## src/rtl/kmcnpr_pkg.sv

```systemverilog
// rtl/kmcnpr_pkg.sv - shared types and NPRC field positions for the KMC11 NPR engine
package kmcnpr_pkg;

    typedef enum logic [2:0] {
        ST_IDLE  = 3'd0,
        ST_LATCH = 3'd1,
        ST_REQ   = 3'd2,
        ST_ACK   = 3'd3,
        ST_WDROP = 3'd4
    } npr_state_t;

    localparam int NPRC_BYTEXFER = 7;
    localparam int NPRC_NPRO     = 4;
    localparam int NPRC_BAEI_HI  = 3;
    localparam int NPRC_BAEI_LO  = 2;
    localparam int NPRC_NLXFER   = 1;
    localparam int NPRC_NPRRQ    = 0;

endpackage

```

## src/rtl/kmc_npr_dma.sv

```systemverilog
// rtl/kmc_npr_dma.sv - KMC11 NPR bus-master engine: one word/byte DMA cycle per request
module kmc_npr_dma
    import kmcnpr_pkg::*;
#(
    parameter int ADDRW = 18,
    parameter int DATAW = 16
) (
    input  logic             clk,
    input  logic             rst,
    input  logic             kmcINIT,
    input  logic             devREQI,
    output logic             devACKO,
    input  logic [7:0]       kmcNPRC,
    input  logic [15:0]      kmcIBA,
    input  logic [15:0]      kmcOBA,
    input  logic [1:0]       kmcOBAE,
    input  logic [DATAW-1:0] kmcOBD,
    output logic [DATAW-1:0] kmcIBD,
    output logic             busREQO,
    input  logic             busACKI,
    output logic             busHOLD,
    output logic             busREAD,
    output logic             busWRITE,
    output logic             busBYTE,
    output logic [ADDRW-1:0] busADDR,
    output logic [DATAW-1:0] busDATAO,
    input  logic [DATAW-1:0] busDATAI
);

    npr_state_t       state, state_next;
    logic             lat_dir;
    logic             lat_byte;
    logic             lat_hold;
    logic [ADDRW-1:0] lat_addr;
    logic [DATAW-1:0] lat_data;
    logic [DATAW-1:0] ibd;
    logic             in_req;
    logic             unused_nprc;

    assign unused_nprc = ^{kmcNPRC[6:5], kmcNPRC[NPRC_NPRRQ]};

    always_ff @(posedge clk) begin
        if (rst || kmcINIT) begin
            state    <= ST_IDLE;
            lat_dir  <= 1'b0;
            lat_byte <= 1'b0;
            lat_hold <= 1'b0;
            lat_addr <= '0;
            lat_data <= '0;
            ibd      <= '0;
        end else begin
            state <= state_next;
            // Request fields are sampled once here so the bus side never follows live register inputs
            if (state == ST_LATCH) begin
                lat_dir  <= kmcNPRC[NPRC_NPRO];
                lat_byte <= kmcNPRC[NPRC_BYTEXFER];
                lat_hold <= kmcNPRC[NPRC_NLXFER];
                lat_addr <= kmcNPRC[NPRC_NPRO] ? ADDRW'({kmcOBAE, kmcOBA})
                                               : ADDRW'({kmcNPRC[NPRC_BAEI_HI:NPRC_BAEI_LO], kmcIBA});
                lat_data <= kmcOBD;
            end
            // A byte read still loads the whole word; lane selection is the microcode's job
            if (state == ST_REQ && busACKI && !lat_dir) begin
                ibd <= busDATAI;
            end
        end
    end

    always_comb begin
        state_next = state;
        in_req     = 1'b0;
        devACKO    = 1'b0;
        case (state)
            ST_IDLE:  if (devREQI) state_next = ST_LATCH;
            ST_LATCH: state_next = ST_REQ;
            ST_REQ: begin
                in_req = 1'b1;
                // Acknowledge takes priority over a simultaneous NXM abort
                if (busACKI)       state_next = ST_ACK;
                else if (!devREQI) state_next = ST_IDLE;
            end
            ST_ACK: begin
                devACKO    = 1'b1;
                state_next = ST_WDROP;
            end
            ST_WDROP: if (!devREQI) state_next = ST_IDLE;
            default:  state_next = ST_IDLE;
        endcase
    end

    assign busREQO  = in_req;
    assign busREAD  = in_req & ~lat_dir;
    assign busWRITE = in_req & lat_dir;
    assign busBYTE  = in_req & lat_byte;
    assign busADDR  = in_req ? lat_addr : '0;
    assign busDATAO = in_req ? lat_data : '0;
    // Hold persists through IDLE so a chained transfer never releases the bus
    assign busHOLD  = lat_hold;
    assign kmcIBD   = ibd;

endmodule
```

## config.mk

```make
export PLATFORM = sky130hd
export DESIGN_NAME = kmc_npr_dma
export DESIGN_NICKNAME = d
export VERILOG_FILES = /design/src/rtl/kmcnpr_pkg.sv /design/src/rtl/kmc_npr_dma.sv
export SDC_FILE = /design/constraint.sdc
export NUM_CORES = 1
export LEC_CHECK = 0
export CORE_UTILIZATION = 35
export CTS_CLUSTER_DIAMETER = 80
export DETAILED_ROUTE_END_ITERATION = 6
export GPL_ROUTABILITY_DRIVEN = 0
export GPL_TIMING_DRIVEN = 0
export PLACE_DENSITY = 0.79
export SLEW_MARGIN = 40
export SYNTH_ARGS = -nofsm -noshare
export SYNTH_HDL_FRONTEND = slang
export SYNTH_SLANG_ARGS = --single-unit
```

## constraint.sdc

```tcl
create_clock -name clk -period 1.34 [get_ports clk]
set_input_delay 0.268 -clock clk [delete_from_list [all_inputs] [get_ports clk]]
set_output_delay 0.268 -clock clk [all_outputs]
set_load 0.1 [all_outputs]
```

### Word-level counts from Yosys, hierarchy flattened

Cells that the tools add are included.

* output and inout port bits: 56
* register bits after elaboration: 56
* word-level logic and storage cells: 30
* input port bits: 79

* eq/ne operators: 5
* multiplexer cells: 9
* reduce and logical (&&, ||, !) cells: 5
* bitwise operators: 4

Operator list (count)
* $mux 18: 2
* $mux 16: 1
* $pmux 3 s5: 1
* $mux 3: 3
* $eq 3x2->1 const B: 2
* $and 1x1->1: 3
* $eq 3x1->1 const B: 1
* $eq 3x3->1 const B: 1
* $logic_not 3->1: 1
* $logic_and 1x1->1: 2
* $mux 1: 2
* $ne 2x2->1 const B: 1
* $logic_not 1->1: 1
* $logic_or 1x1->1: 1
* $not 1->1: 1

### Longest topological paths before layout

* depth in word-level cells: 3
* mapped depth: 6

### Least setup slack after synthesis

No wires, ideal clock.

* path type: register to output
* start point: reg state[1]
* end point: out busREAD
* required time: 1.072 ns
* cell stages (with the launch flop): 5
* arrival: 2.280 ns
* path slack: -1.208 ns
* cells stage by stage: dfxtp_1 > or3b_1 > buf_6 > buf_6 > nor2_1

* word-level cells in the longest chain between the ends: 3

Ends and longest elaborated chain
* start: declaration: line kmc_npr_dma.sv:30 `npr_state_t state, state_next;`
* start signal: assignment: line kmc_npr_dma.sv:52 `state <= state_next;`
* $eq 3x2->1: line kmc_npr_dma.sv:73 `case (state)`
* $mux 1: line kmc_npr_dma.sv:73
* $and 1x1->1: line kmc_npr_dma.sv:92 `assign busREAD = in_req & ~lat_dir;`
* end: declaration: line kmc_npr_dma.sv:22 `output logic busREAD,`

Every way passes these cells.

### Final worst setup path

* start point: reg state[2]
* end point: out busREAD

Same word-level chain as after synthesis.

==> qor_table.md <==
| Parameter | Reported | Unit |
|---|---|---|
| Share of the core filled with cells in the final layout | 81.0 | % |
| Leakage power | 2.12 | nW |
| Post-DP HPWL | 5320 | um |
| Final-report hold violation count | 0 | - |
| Run status | complete, but fails checks | - |
| Reg2reg path depth | 9 | - |
| Net count, final | 544 | - |
| Total of endpoints with negative setup slack in the final report | 92 | - |
| Most common cell after layout, fill and taps aside | sky130_fd_sc_hd__clkdlybuf4s50_1 | - |
| Routed metal-1 wirelength | 3970 | um |
| Total vias in the final route | 2857 | - |
| Post-synthesis share of cell area spent on xor and xnor gates | 0 | % |
| Via density per instance | 5.09 | - |
| Antenna diode count | 0 | - |
| Met3 routed WL | 511 | um |
| Routed len/inst | 17.5 | um |
| Total CTS buffers | 5 | - |
| Cell depth of the worst min-delay path | 3 | - |
| Endpoint required time on the critical path | 1070 | ps |
| Clock tree sinks | 56 | - |
| Violations in the final reports | negative setup slack | - |
| RSZ-0062 raised after global routing | true | - |
| Worst slack on hold paths | 425 | ps |
| Number of search-and-repair iterations in the first detailed-routing pass | 4 | - |
| Ratio of final minimum period to clock period | 149 | % |
| Cell total after placement | 521 | - |
| CTS root buffer | sky130_fd_sc_hd__clkbuf_8 | - |
| Post-Syn Area per Cell | 8.45 | um^2 |
| Proportion of synthesized flip-flops having asynchronous set or reset | 0 | % |
| Sequential cell area fraction in the yosys report | 45.0 | % |
| Fraction of synthesized area in multiplexers | 7.23 | % |
| Maximum clock path buffer count | 2 | - |
| Share of cells above drive strength 1 | 55.9 | % |
| Initial DRC count | 84 | - |
| Total overflow reported by the global router | 0 | - |
| Data arrival time of the worst path | 1730 | ps |
| Worst slew pin tran | 720 | ps |
| Synthesized net count | 374 | - |
| Time the worst path needs with I/O delays and setup | 1990 | ps |
| Worst slew margin relative to its limit | 52.0 | % |
| Power density over the cells | 673 | nW/um^2 |
| Hold buffer count at CTS | 0 | - |
| Flip-flop and latch count after synthesis | 56 | - |
| Total Negative Setup Slacks | -34320 | ps |
| Area enclosed by the die boundary | 7460 | um^2 |
| Setup ws final | -654 | ps |
| Clock tree from TritonCTS | yes | - |
| Signed area change from the synthesized netlist to the final layout | 122 | % |
| Type of the most critical hold path | in -> reg | - |
| Antenna violations before repair | 0 | - |
| Fraction of the mapped netlist area in simple logic gates | 23.9 | % |
| Std-Cell Core Area | 6830 | um^2 |
| Number of I/O port buffers | 130 | - |
| Number of distinct library cell variants in the gate-level netlist after synthesis | 30 | - |
| Post-synthesis share of cell area spent on full adders, half adders and majority gates | 0 | % |
| Worst Clk Skew | 17.2 | ps |
| Clock-pin slew on the worst setup and hold paths | 110 | ps |
| Category of the critical setup timing path | reg -> out | - |
| Top metal layer carrying routed signals | met4 | - |
| Post-synthesis instance total | 295 | - |
| Highest net fanout along the worst path | 3 | - |
| Vias in the first global route | 2683 | - |
| Commonest non-fill, non-tap cells in the layout | 74 x sky130_fd_sc_hd__clkdlybuf4s50_1, 42 x sky130_fd_sc_hd__buf_12, 42 x sky130_fd_sc_hd__dfxtp_1 | - |
| Antenna-violating nets left | 0 | - |
| Filler-free cell count of the finished design | 561 | - |
| I/O pin total | 135 | - |
| Kind of end point of the critical path | output port | - |
| Final Slew Violations | 0 | - |
| Critical Path Source Type | flop | - |
| Routed met2 length | 4920 | um |
| Number of max-cap violations | 0 | - |
| Worst skew pair latency | 320 | ps |
| Chip width | 86.4 | um |
| Global Route Usage Sum | 22.0 | % |
| Final wirelength | 9800 | um |
| Detailed-route DRC error count | 0 | - |
| Worst slack after detailed placement | -646 | ps |
| Floorplan die height | 86.4 | um |
| Worst R2R Setup Slack | -400 | ps |
| Number of synthesized flops with an enable pin | 0 | - |
| First-pass GRT wire length | 12700 | um |
| Fmax | 502 | MHz |
| Largest family of logic cells by synthesized area | simple AND/OR/NAND/NOR gates | - |
| Pin count of the biggest net entering global routing | 17 | - |
| Netlist area before placement | 2490 | um^2 |
| Post-synth top flop | sky130_fd_sc_hd__dfxtp_1 | - |
| Max rail drop VDD | 0.665 | mV |
| Synthesized-area fraction occupied by ao, oa, aoi and oai cells | 16.7 | % |
| Warnings from Yosys | 0 | - |
| Core Rows | 30 | - |
| Effective utilization at floorplan | 36.5 | % |
| Max H-tree Level | 2 | - |
-- power by group --
group	internal (mW)	leakage (nW)	switching, mW	total [mW]
sequential	1.68	0.460	0.0161	1.70
clock	0.736	0.0642	0.563	1.30
combinational	0.403	1.60	0.320	0.723
total	2.82	2.12	0.899	3.72
-- worst max-delay path, stage by stage (launching register included) --
cell                      delay [ps]
sky130_fd_sc_hd__dfxtp_4         360
sky130_fd_sc_hd__or3b_4          440
sky130_fd_sc_hd__buf_4           170
sky130_fd_sc_hd__buf_8           120
sky130_fd_sc_hd__nor2_4          110
sky130_fd_sc_hd__buf_12          190
-- per-layer routing --
metal | global-route usage, % | up-vias
met2 | 39.6 | 134
li1 | - | 1345
met5 | 0 | -
met3 | 5.05 | 31
met4 | 10.6 | 0
met1 | 24.4 | 1347
-- area by class of cell --
class                      count  area [um^2]
inverter                       2         20.0
multi-input combinational    211         1700
sequential                    56         1150
clock inverter                 2         60.1
tap                           96          120
clock buffer                   5         68.8
buffer                        24          302
fill                         386         1300
timing repair buffer         165         2120
-- sequential cells by signal, summed over array words and instances, names as in the netlist --
name and cells:
lat_data 16, kmcIBD 16, busHOLD 1, lat_byte 1, lat_dir 1, lat_addr 18
state 3
-- worst paths after layout --
check                            startpoint           to
worst min register to register  lat_data[7]  lat_data[7]
worst min-delay path             kmcNPRC[4]  lat_addr[4]
worst max-delay path               state[2]      busREAD
worst max register to register     state[2]    kmcIBD[2]
-- synth_stat cells, drive strengths merged (2+ instances only) --
cell | number | area [um^2]
clkbuf | 8 | 32.5
o21ai | 16 | 80.1
or3b | 2 | 17.5
a211oi | 19 | 143
mux2i | 18 | 180
nand2 | 38 | 143
dfxtp | 56 | 1120
a21oi | 36 | 180
nor2 | 20 | 75.1
and2 | 36 | 225
nand3 | 16 | 80.1
buf | 18 | 126
nand2b | 2 | 12.5
-- repair_timing --
item                                    CTS  global route
endpoints found under the setup margin   95           103
gates cloned                              3             6
pin swaps                                13            43
gates resized for setup                 206           140
setup buffers                            18            12
-- per-stage QoR --
| step | power (mW) | area (um^2) |
|---|---|---|
| after floorplan | 1.95 | 2660 |
| final | 3.72 | 5530 |
| after global routing | 3.84 | 5530 |
| after global placement | 2.23 | 4080 |
| after detailed placement | 2.23 | 3800 |
| after CTS | 3.55 | 4850 |
-- kinds of logic (layout without fill, tap and decap cells) --
| family | after synthesis | after routing |
|---|---|---|
| buf+inv | 28 | 198 |
| flops | 56 | 56 |
| mux | 18 | 18 |
| simple gates | 120 | 120 |
| compound gates | 73 | 73 |
(Power assumes the default switching activity.)
